`src/rtl/cpu_pkg.sv`:
```
// Shared definitions for the accumulator CPU: opcodes, sequencer states, default widths.
// Helper predicates classify opcodes for memory-read and ACC-write decode.
package cpu_pkg;

  localparam int ADDR_W_DEF = 4;
  localparam int DATA_W_DEF = 8;
  localparam int OPC_W      = 4;

  localparam logic [OPC_W-1:0] OP_NOP = 4'h0;
  localparam logic [OPC_W-1:0] OP_LDA = 4'h1;
  localparam logic [OPC_W-1:0] OP_STA = 4'h2;
  localparam logic [OPC_W-1:0] OP_ADD = 4'h3;
  localparam logic [OPC_W-1:0] OP_SUB = 4'h4;
  localparam logic [OPC_W-1:0] OP_AND = 4'h5;
  localparam logic [OPC_W-1:0] OP_OR  = 4'h6;
  localparam logic [OPC_W-1:0] OP_JMP = 4'h7;
  localparam logic [OPC_W-1:0] OP_JZ  = 4'h8;
  localparam logic [OPC_W-1:0] OP_LDI = 4'h9;
  localparam logic [OPC_W-1:0] OP_HLT = 4'hF;

  typedef enum logic [1:0] {
    ST_FETCH   = 2'd0,
    ST_DECODE  = 2'd1,
    ST_EXECUTE = 2'd2,
    ST_HALT    = 2'd3
  } state_e;

  function automatic logic reads_mem(input logic [OPC_W-1:0] op);
    return (op == OP_LDA) || (op == OP_ADD) || (op == OP_SUB) ||
           (op == OP_AND) || (op == OP_OR);
  endfunction

  function automatic logic writes_acc(input logic [OPC_W-1:0] op);
    return reads_mem(op) || (op == OP_LDI);
  endfunction

endpackage

```
`src/rtl/cpu_alu.sv`:
```
// Combinational ALU for the accumulator CPU; zero latency, no flow control.
// carry_out is meaningful only for ADD (carry) and SUB (borrow).
module cpu_alu
  import cpu_pkg::*;
#(
  parameter int DATA_W = DATA_W_DEF
) (
  input  logic [DATA_W-1:0] acc,
  input  logic [DATA_W-1:0] operand,
  input  logic [OPC_W-1:0]  opcode,
  output logic [DATA_W-1:0] result,
  output logic              carry_out,
  output logic              zero_out
);

  logic [DATA_W:0] wide;

  // One extra bit so ADD carry and SUB borrow both land in the MSB.
  always_comb begin
    wide = {1'b0, acc};
    case (opcode)
      OP_ADD:         wide = {1'b0, acc} + {1'b0, operand};
      OP_SUB:         wide = {1'b0, acc} - {1'b0, operand};
      OP_AND:         wide = {1'b0, acc & operand};
      OP_OR:          wide = {1'b0, acc | operand};
      OP_LDA, OP_LDI: wide = {1'b0, operand};
      default:        wide = {1'b0, acc};
    endcase
  end

  assign result    = wide[DATA_W-1:0];
  assign carry_out = wide[DATA_W];
  assign zero_out  = (wide[DATA_W-1:0] == '0);

endmodule

```
`src/rtl/control_unit.sv`:
```
// Fetch/decode/execute sequencer: 3 cycles per instruction, memory enables decoded from state+IR.
// Optional SINGLE_STEP_EN adds a step input that holds FETCH until step is sampled high.
module control_unit
  import cpu_pkg::*;
#(
  parameter int ADDR_W   = ADDR_W_DEF,
  parameter int DATA_W   = DATA_W_DEF,
  parameter int RESET_PC = 0
) (
  input  logic              clk,
  input  logic              reset,
`ifdef SINGLE_STEP_EN
  input  logic              step,
`endif
  output logic [ADDR_W-1:0] instr_addr,
  input  logic [DATA_W-1:0] instr_data,
  output logic [ADDR_W-1:0] mem_addr,
  output logic [DATA_W-1:0] mem_acc,
  output logic              mem_read,
  output logic              mem_write,
  input  logic [DATA_W-1:0] mem_data,
  output logic [DATA_W-1:0] acc_out,
  output logic [ADDR_W-1:0] pc_out,
  output logic              zero,
  output logic              carry,
  output logic              halted
);

  state_e            state_q;
  logic [ADDR_W-1:0] pc_q;
  logic [DATA_W-1:0] ir_q;
  logic [DATA_W-1:0] acc_q;
  logic              z_q;
  logic              c_q;

  logic [OPC_W-1:0]  opcode;
  logic [ADDR_W-1:0] operand;
  logic [DATA_W-1:0] alu_operand;
  logic [DATA_W-1:0] acc_d;
  logic              c_d;
  logic              z_d;
  logic              advance;
  logic              in_mem_phase;

`ifdef SINGLE_STEP_EN
  assign advance = step;
`else
  assign advance = 1'b1;
`endif

  assign opcode       = ir_q[DATA_W-1 -: OPC_W];
  assign operand      = ir_q[ADDR_W-1:0];
  assign in_mem_phase = (state_q == ST_DECODE) || (state_q == ST_EXECUTE);
  assign alu_operand  = (opcode == OP_LDI) ? {{(DATA_W-ADDR_W){1'b0}}, operand} : mem_data;

  cpu_alu #(.DATA_W(DATA_W)) u_alu (
    .acc       (acc_q),
    .operand   (alu_operand),
    .opcode    (opcode),
    .result    (acc_d),
    .carry_out (c_d),
    .zero_out  (z_d)
  );

  always_ff @(posedge clk or negedge reset) begin
    if (!reset) begin
      state_q <= ST_FETCH;
      pc_q    <= ADDR_W'(RESET_PC);
      ir_q    <= '0;
      acc_q   <= '0;
      z_q     <= 1'b0;
      c_q     <= 1'b0;
    end else begin
      case (state_q)
        ST_FETCH: begin
          if (advance) begin
            ir_q    <= instr_data;
            pc_q    <= pc_q + ADDR_W'(1);
            state_q <= ST_DECODE;
          end
        end
        ST_DECODE: state_q <= ST_EXECUTE;
        ST_EXECUTE: begin
          state_q <= (opcode == OP_HLT) ? ST_HALT : ST_FETCH;
          if (writes_acc(opcode)) begin
            acc_q <= acc_d;
            z_q   <= z_d;
          end
          if ((opcode == OP_ADD) || (opcode == OP_SUB)) c_q <= c_d;
          if ((opcode == OP_JMP) || ((opcode == OP_JZ) && z_q)) pc_q <= operand;
        end
        ST_HALT: state_q <= ST_HALT;
      endcase
    end
  end

  // Enables are combinational so reset assertion clears them without waiting for a clock.
  assign mem_read   = in_mem_phase && reads_mem(opcode);
  assign mem_write  = (state_q == ST_EXECUTE) && (opcode == OP_STA);
  assign mem_addr   = in_mem_phase ? operand : '0;
  assign mem_acc    = acc_q;
  assign instr_addr = pc_q;
  assign acc_out    = acc_q;
  assign pc_out     = pc_q;
  assign zero       = z_q;
  assign carry      = c_q;
  assign halted     = (state_q == ST_HALT);

endmodule
```
`config.mk`:
```
export PLATFORM = sky130hd
export DESIGN_NAME = control_unit
export DESIGN_NICKNAME = d
export VERILOG_FILES = /design/src/rtl/cpu_pkg.sv /design/src/rtl/cpu_alu.sv /design/src/rtl/control_unit.sv
export SDC_FILE = /design/constraint.sdc
export NUM_CORES = 1
export LEC_CHECK = 0
export BUFFER_PORTS_ARGS = -buffer_cell sky130_fd_sc_hd__buf_2
export CAP_MARGIN = 0
export CORE_MARGIN = 5
export CORE_UTILIZATION = 55
export DETAILED_ROUTE_END_ITERATION = 16
export PLACE_DENSITY = 0.82
export SYNTH_ARGS = -nofsm -noshare
export SYNTH_HDL_FRONTEND = slang
export SYNTH_SLANG_ARGS = --single-unit
```
`constraint.sdc`:
```
create_clock -name clk -period 3.7 [get_ports clk]
set_input_delay 0.37 -clock clk [delete_from_list [all_inputs] [get_ports clk]]
set_output_delay 0.37 -clock clk [all_outputs]
set_load 0.005 [all_outputs]
```
## Word level (Yosys, flattened, before mapping)

Cells that the tools add are included.

- Add/sub/neg operators: 3
- Multiply operators: 0
- Divide/modulo/power cells: 0
- $lt $le $gt $ge: 0
- Eq/ne operators: 14
- Shift operators: 0
- Muxes and demuxes: 7
- Bitwise gates (word level): 2
- Reduce and logical (&&, ||, !) cells: 18

Operators with widths:

| kind | count |
|---|---|
| $pmux W9 S5 | 1 |
| $eq A4 B3 Y1 const B | 4 |
| $eq A4 B4 Y1 const B | 3 |
| $add A8 B8 Y9 | 1 |
| $sub A8 B8 Y9 | 1 |
| $and A8 B8 Y8 | 1 |
| $eq A4 B2 Y1 const B | 2 |
| $logic_not A8 Y1 | 1 |
| $logic_or A1 B1 Y1 | 8 |
| $mux W4 | 2 |
| $mux W8 | 1 |
| $or A8 B8 Y8 | 1 |
| $pmux W2 S4 | 1 |
| $pmux W4 S2 | 1 |
| $reduce_and A2 Y1 | 3 |
| $add A4 B1 Y4 const B | 1 |
| $eq A2 B2 Y1 const B | 2 |
| $eq A4 B1 Y1 const B | 1 |
| $logic_and A1 B1 Y1 | 3 |
| $eq A2 B1 Y1 const B | 1 |
| $logic_not A2 Y1 | 1 |
| $mux W2 | 1 |
| $ne A2 B1 Y1 const B | 1 |
| $reduce_bool A2 Y1 | 1 |
| $reduce_or A2 Y1 | 1 |

- Flip-flop bits (word level): 24
- Bits in latches: 0
- Memory bits (writable): 0
- Memory bits (read-only): 0
- Bits of input ports: 18
- Output and inout bits: 33
- Logic and storage cells: 50
- Memories kept: 0

## Depth between registers and ports, before layout

- Depth after elaboration: 7
- Depth in mapped cells: 14
- Gate-level depth less buffers: 13

## Hierarchy

A second synthesis with hierarchy kept.

- Cell total of the unflattened synthesis: 268
- Area total of the unflattened synthesis: 2342.2 um2

Modules (own cells, without submodules):

| module | times used | cells an instance | area an instance (um2) | seq. area each (um2) |
|---|---|---|---|---|
| control_unit | 1 | 127 | 1387.6 | 600.6 |
| cpu_alu | 1 | 141 | 954.7 | 0.0 |

## Least setup slack after synthesis

OpenSTA, ideal clock, no wires.

- Path kind: register -> register
- Start: register ir_q[5]
- End: register c_q, in the netlist carry
- Library setup time: 0.126 ns
- Arrival time: 3.057 ns
- Required time: 3.574 ns
- Setup slack: 0.517 ns
- Stages on the path, launching flop included: 15
- Path buffers: 1
- Clock period less this slack: 3.183 ns
- Cell sequence: dfrtp_1 > or3b_1 > clkbuf_1 > a21oi_1 > o22ai_1 > nor2_1 > nand2_1 > xor2_1 > ha_1 > o211a_1 > o21ai_0 > a21boi_0 > o21ai_0 > nor3b_1 > a221o_1

- Longest elaborated chain between the ends: 4
- Elaborated cells between the ends (all ways): 13
- Classes of those cells: add/sub: 2; eq/ne: 6; mux: 2; reduce/logical: 3

Ends and longest elaborated chain:

| item | RTL line | source |
|---|---|---|
| start: declaration | control_unit.sv:31 | `logic [DATA_W-1:0] ir_q;` |
| start signal: assignment | control_unit.sv:77 | `ir_q <= instr_data;` |
| $eq A4 B4 Y1 | cpu_alu.sv:21, control_unit.sv:54 |  |
| $mux W8 | control_unit.sv:54 | `assign alu_operand = (opcode == OP_LDI) ? {{(DATA_W-ADDR_W){1'b0}}, operand} : mem_data;` |
| $sub A8 B8 Y9 / $add A8 B8 Y9 (equally long branches) | cpu_alu.sv:23, cpu_alu.sv:22 |  |
| $pmux W9 S5 | cpu_alu.sv:21 | `case (opcode)` |
| end signal: assignment | control_unit.sv:72 | `c_q <= 1'b0;` |
| end signal: assignment | control_unit.sv:89 | `if ((opcode == OP_ADD) \|\| (opcode == OP_SUB)) c_q <= c_d;` |
| end: declaration | control_unit.sv:34 | `logic c_q;` |

Parallel ways exist; a longest one is shown, timed or not.
A chain may end at the register's enable or synchronous reset.

## Worst setup path in the final report

- Start: register ir_q[5]
- End: register z_q, in the netlist zero

- Longest elaborated chain between the ends: 7
- Elaborated cells between the ends (all ways): 20
- Classes of those cells: add/sub: 2; eq/ne: 6; mux: 2; bitwise: 2; reduce/logical: 8

Ends and longest elaborated chain:

| item | RTL line | source |
|---|---|---|
| parallel branches: the longest is 7 deep, another holds $sub A8 B8 Y9 | - |  |
| end signal: assignment | control_unit.sv:87 | `z_q <= z_d;` |
| end: declaration | control_unit.sv:33 | `logic z_q;` |

Several ways; the timed one is not identified.

==> impl_metrics.json <==
{
  "rsz0062_at_grt": "false",
  "synth_cell_type_count": 61,
  "power_density_nw_per_um2": 1060,
  "syn_nets": 317,
  "startpoint_type": "flip-flop",
  "root_buffer": "clkbuf_8",
  "synth_edf_count": 0,
  "hold_path_class": "input pin to async pin",
  "fin_skew_ns": 0.00556,
  "routedWlPerCell_um": 18.0,
  "required_ns": 3.89,
  "yosys.area.top_type": "dfrtp_1",
  "path_clk_slew_ns": 0.10,
  "synth-simple-area-share_pct": 22.4,
  "synth.yosys.seq_area_share_pct": 25.5,
  "synth_compound_area_share_pct": 26.0,
  "clock-sinks": 24,
  "syn_area_um2": 2360,
  "grt_antenna_before_repair": 0,
  "htreeDepth": 1,
  "drt_iter0_markers": 255,
  "setup_viol": 0,
  "p_leak_nw": 1.25,
  "worstPathArrival_ns": 3.69,
  "vias_per_cell": 6.33,
  "clk_latency_ns": 0.28,
  "crit_path_top_delay_cell": "or3b_1",
  "max_clock_freq_mhz": 285,
  "timing.rr.end": "zero",
  "die_w_um": 75.5,
  "synth_top_area_share_pct": 25.5,
  "initial_core_util_pct": 57.7,
  "grt_overflow": 0,
  "crit_path_max_incr_delay_ns": 0.49,
  "drive_gt1_share_pct": 25.2,
  "slew_headroom_pct": 54.1,
  "synth_mux_area_share_pct": 6.42,
  "critical_path_buf_inv_count": 2,
  "path_class": "flip-flop to flip-flop",
  "status": "complete, no violations",
  "grt_first_pass_wirelength_mm": 10.9,
  "hold_viol_final": 0,
  "pre_cts_ws_ns": 0.170,
  "fin_tns_setup_ns": 0,
  "via_count": 2381,
  "design.core.area_um2": 4090,
  "grt_max_degree": 25,
  "ys_ff_latch": 24,
  "synth_xor_area_share_pct": 2.60,
  "slew_violations": 0,
  "drc_errors": 0,
  "clock_path_buffers": 2,
  "synth_adder_area_share_pct": 8.28,
  "gp_congestion": 1.00,
  "holdBufCountCts": 0,
  "vdd_ir_drop_max_uv": 497,
  "dr_wl_met2_mm": 3.13,
  "die_area_um2": 5700,
  "r2r_cells": 13,
  "dpl.hpwl_mm": 5.17,
  "critPathTopFamily": "compound AO/OA/AOI/OAI gates",
  "synthArstFlopShare_pct": 100,
  "first_global_vias": 2227,
  "area_growth_pct": 14.1,
  "worstMarginPinSlew_ns": 0.688,
  "dr.pass1.iters": 7,
  "r2r-start": "ir_q[5]",
  "final_nets": 360,
  "die_h_um": 75.5,
  "maxCapViolCount": 0,
  "cts_tree": "done",
  "rows": 23,
  "cts_buffers": 3,
  "wl_met3_um": 630,
  "synth_commonest_cells": "24 x dfrtp_1, 24 x nand2_1, 22 x a21oi_1, 17 x o21ai_0, 14 x ha_1",
  "routed.top_layer": "met4",
  "cp-end-kind": "flip-flop",
  "finalWorstSetupSlack_ns": 0.194,
  "synth_top_family_by_area": "compound AO/OA/AOI/OAI gates",
  "drtAntennaViolNets": 0,
  "pin_count": 51,
  "period_share_pct": 94.8,
  "crit_chain": "buf_4 -> or3b_1 -> a21oi_1 -> o22ai_1 -> xor2_1 -> ha_1 -> nor2b_1 -> buf_4 -> o22ai_1 -> xnor2_1 -> a221oi_2 -> nand4_1 -> o41ai_2",
  "ys_top_cells_by_area": "dfrtp_1 25%, ha_1 7.4%, a21oi_1 4.7%, buf_4 3.8%, nand2_1 3.8%",
  "met1Wirelength_mm": 2.86,
  "io_buffers": 50,
  "path_max_fanout": 7,
  "synthCells": 284,
  "routed_wl_mm": 6.78,
  "timing.reg2reg.setup_slack_ns": 0.19,
  "syn_avg_cell_area_um2": 8.30,
  "antenna_cells": 0,
  "synth_flop_cell": "dfrtp_1",
  "grt_usage_pct": 24.9,
  "ys.warnings.count": 0,
  "fin_crit_ns": 3.51
}
cells by family after synthesis:
| group | count (synthesis) |
|---|---|
| xor gates and xnor gates | 7 |
| DFF | 24 |
| AOI/OAI and AO/OA | 94 |
| muxes | 14 |
| adders and majority gates | 15 |
| buffers and inverters | 37 |
| and+or+nand+nor | 93 |
metal layers:
metal	up-vias	track usage, %
li1	1119	-
met4	0	6.99
met2	139	40.3
met1	1102	33.9
met5	-	0
met3	21	5.01
registers in the layout, summed over array words and instances (netlist names):
name / count
acc_out: 8
ir_q: 8
instr_addr: 4
state_q: 2
zero: 1
carry: 1
worst register-to-register path, stage by stage, from the launching register on:
cell and delay, ns:
dfrtp_1 0.41, buf_4 0.16, or3b_1 0.49, a21oi_1 0.18, o22ai_1 0.17, xor2_1 0.20, ha_1 0.38, nor2b_1 0.25
buf_4 0.16, o22ai_1 0.08, xnor2_1 0.16, a221oi_2 0.39, nand4_1 0.18, o41ai_2 0.22
final cells by class:
| cell class | instances | area [µm²] |
|---|---|---|
| repair buffers | 63 | 360 |
| clock inverters | 1 | 30.0 |
| flip-flops and latches | 24 | 601 |
| fillers | 356 | 1400 |
| clock buffers | 3 | 41.3 |
| multi-input cells | 223 | 1550 |
| well taps | 50 | 62.6 |
| inverters | 12 | 45.0 |
worst max-delay path by stage:
stage            start     to  depth (start not counted)
3_3_place_gp   ir_q[5]  carry                         14
2_1_floorplan  ir_q[5]  carry                         14
4_1_cts        ir_q[5]  carry                         14
6_report       ir_q[5]   zero                         13
5_1_grt        ir_q[5]   zero                         12
3_5_place_dp   ir_q[5]  carry                         14
cell usage in the layout (no fill, tap or decap), types with 5 or more instances in the layout:
master / netlist / routed
o22ai_1: 8 / 8
xnor2_1: 5 / 5
and2_1: 5 / 5
o21ai_1: 9 / 10
mux2i_1: 5 / 5
and3_1: 5 / 5
nor3_1: 6 / 6
mux2_2: 6 / 6
nor2_1: 13 / 12
dfrtp_1: 24 / 24
nand3_1: 6 / 6
a21oi_1: 22 / 22
nand2b_1: 6 / 6
o21ai_0: 17 / 16
nand2_1: 24 / 24
ha_1: 14 / 14
buf_2: 2 / 50
buf_4: 12 / 12
inv_1: 10 / 10
nor2b_1: 6 / 6
through the flow:
| step | hold WS [ns] | total power [mW] | cell area, µm² | instances | utilization, % |
|---|---|---|---|---|---|
| finish | 0.0591 | 2.84 | 2690 | 376 | 65.9 |
| global route | 0.0999 | 3.08 | 2690 | 376 | 65.9 |
| CTS | 0.0889 | 2.80 | 2690 | 376 | 65.8 |
| detailed placement | 0.391 | 2.55 | 2620 | 372 | 64.1 |
| global placement | 0.391 | 2.50 | 2620 | 372 | 64.1 |
| floorplan | 0.0744 | 2.01 | 2360 | 284 | - |
timing repair:
item	4_1_cts	5_1_grt
resized for setup	0	3
setup endpoints to repair	0	4
buffers inserted	0	0
report_power, final:
part	switching, mW	internal, mW
Sequential	0.183	0.394
Combinational	1.12	0.909
Clock	0.0954	0.145
Total	1.40	1.45
Power figures use the tool's default switching activity.
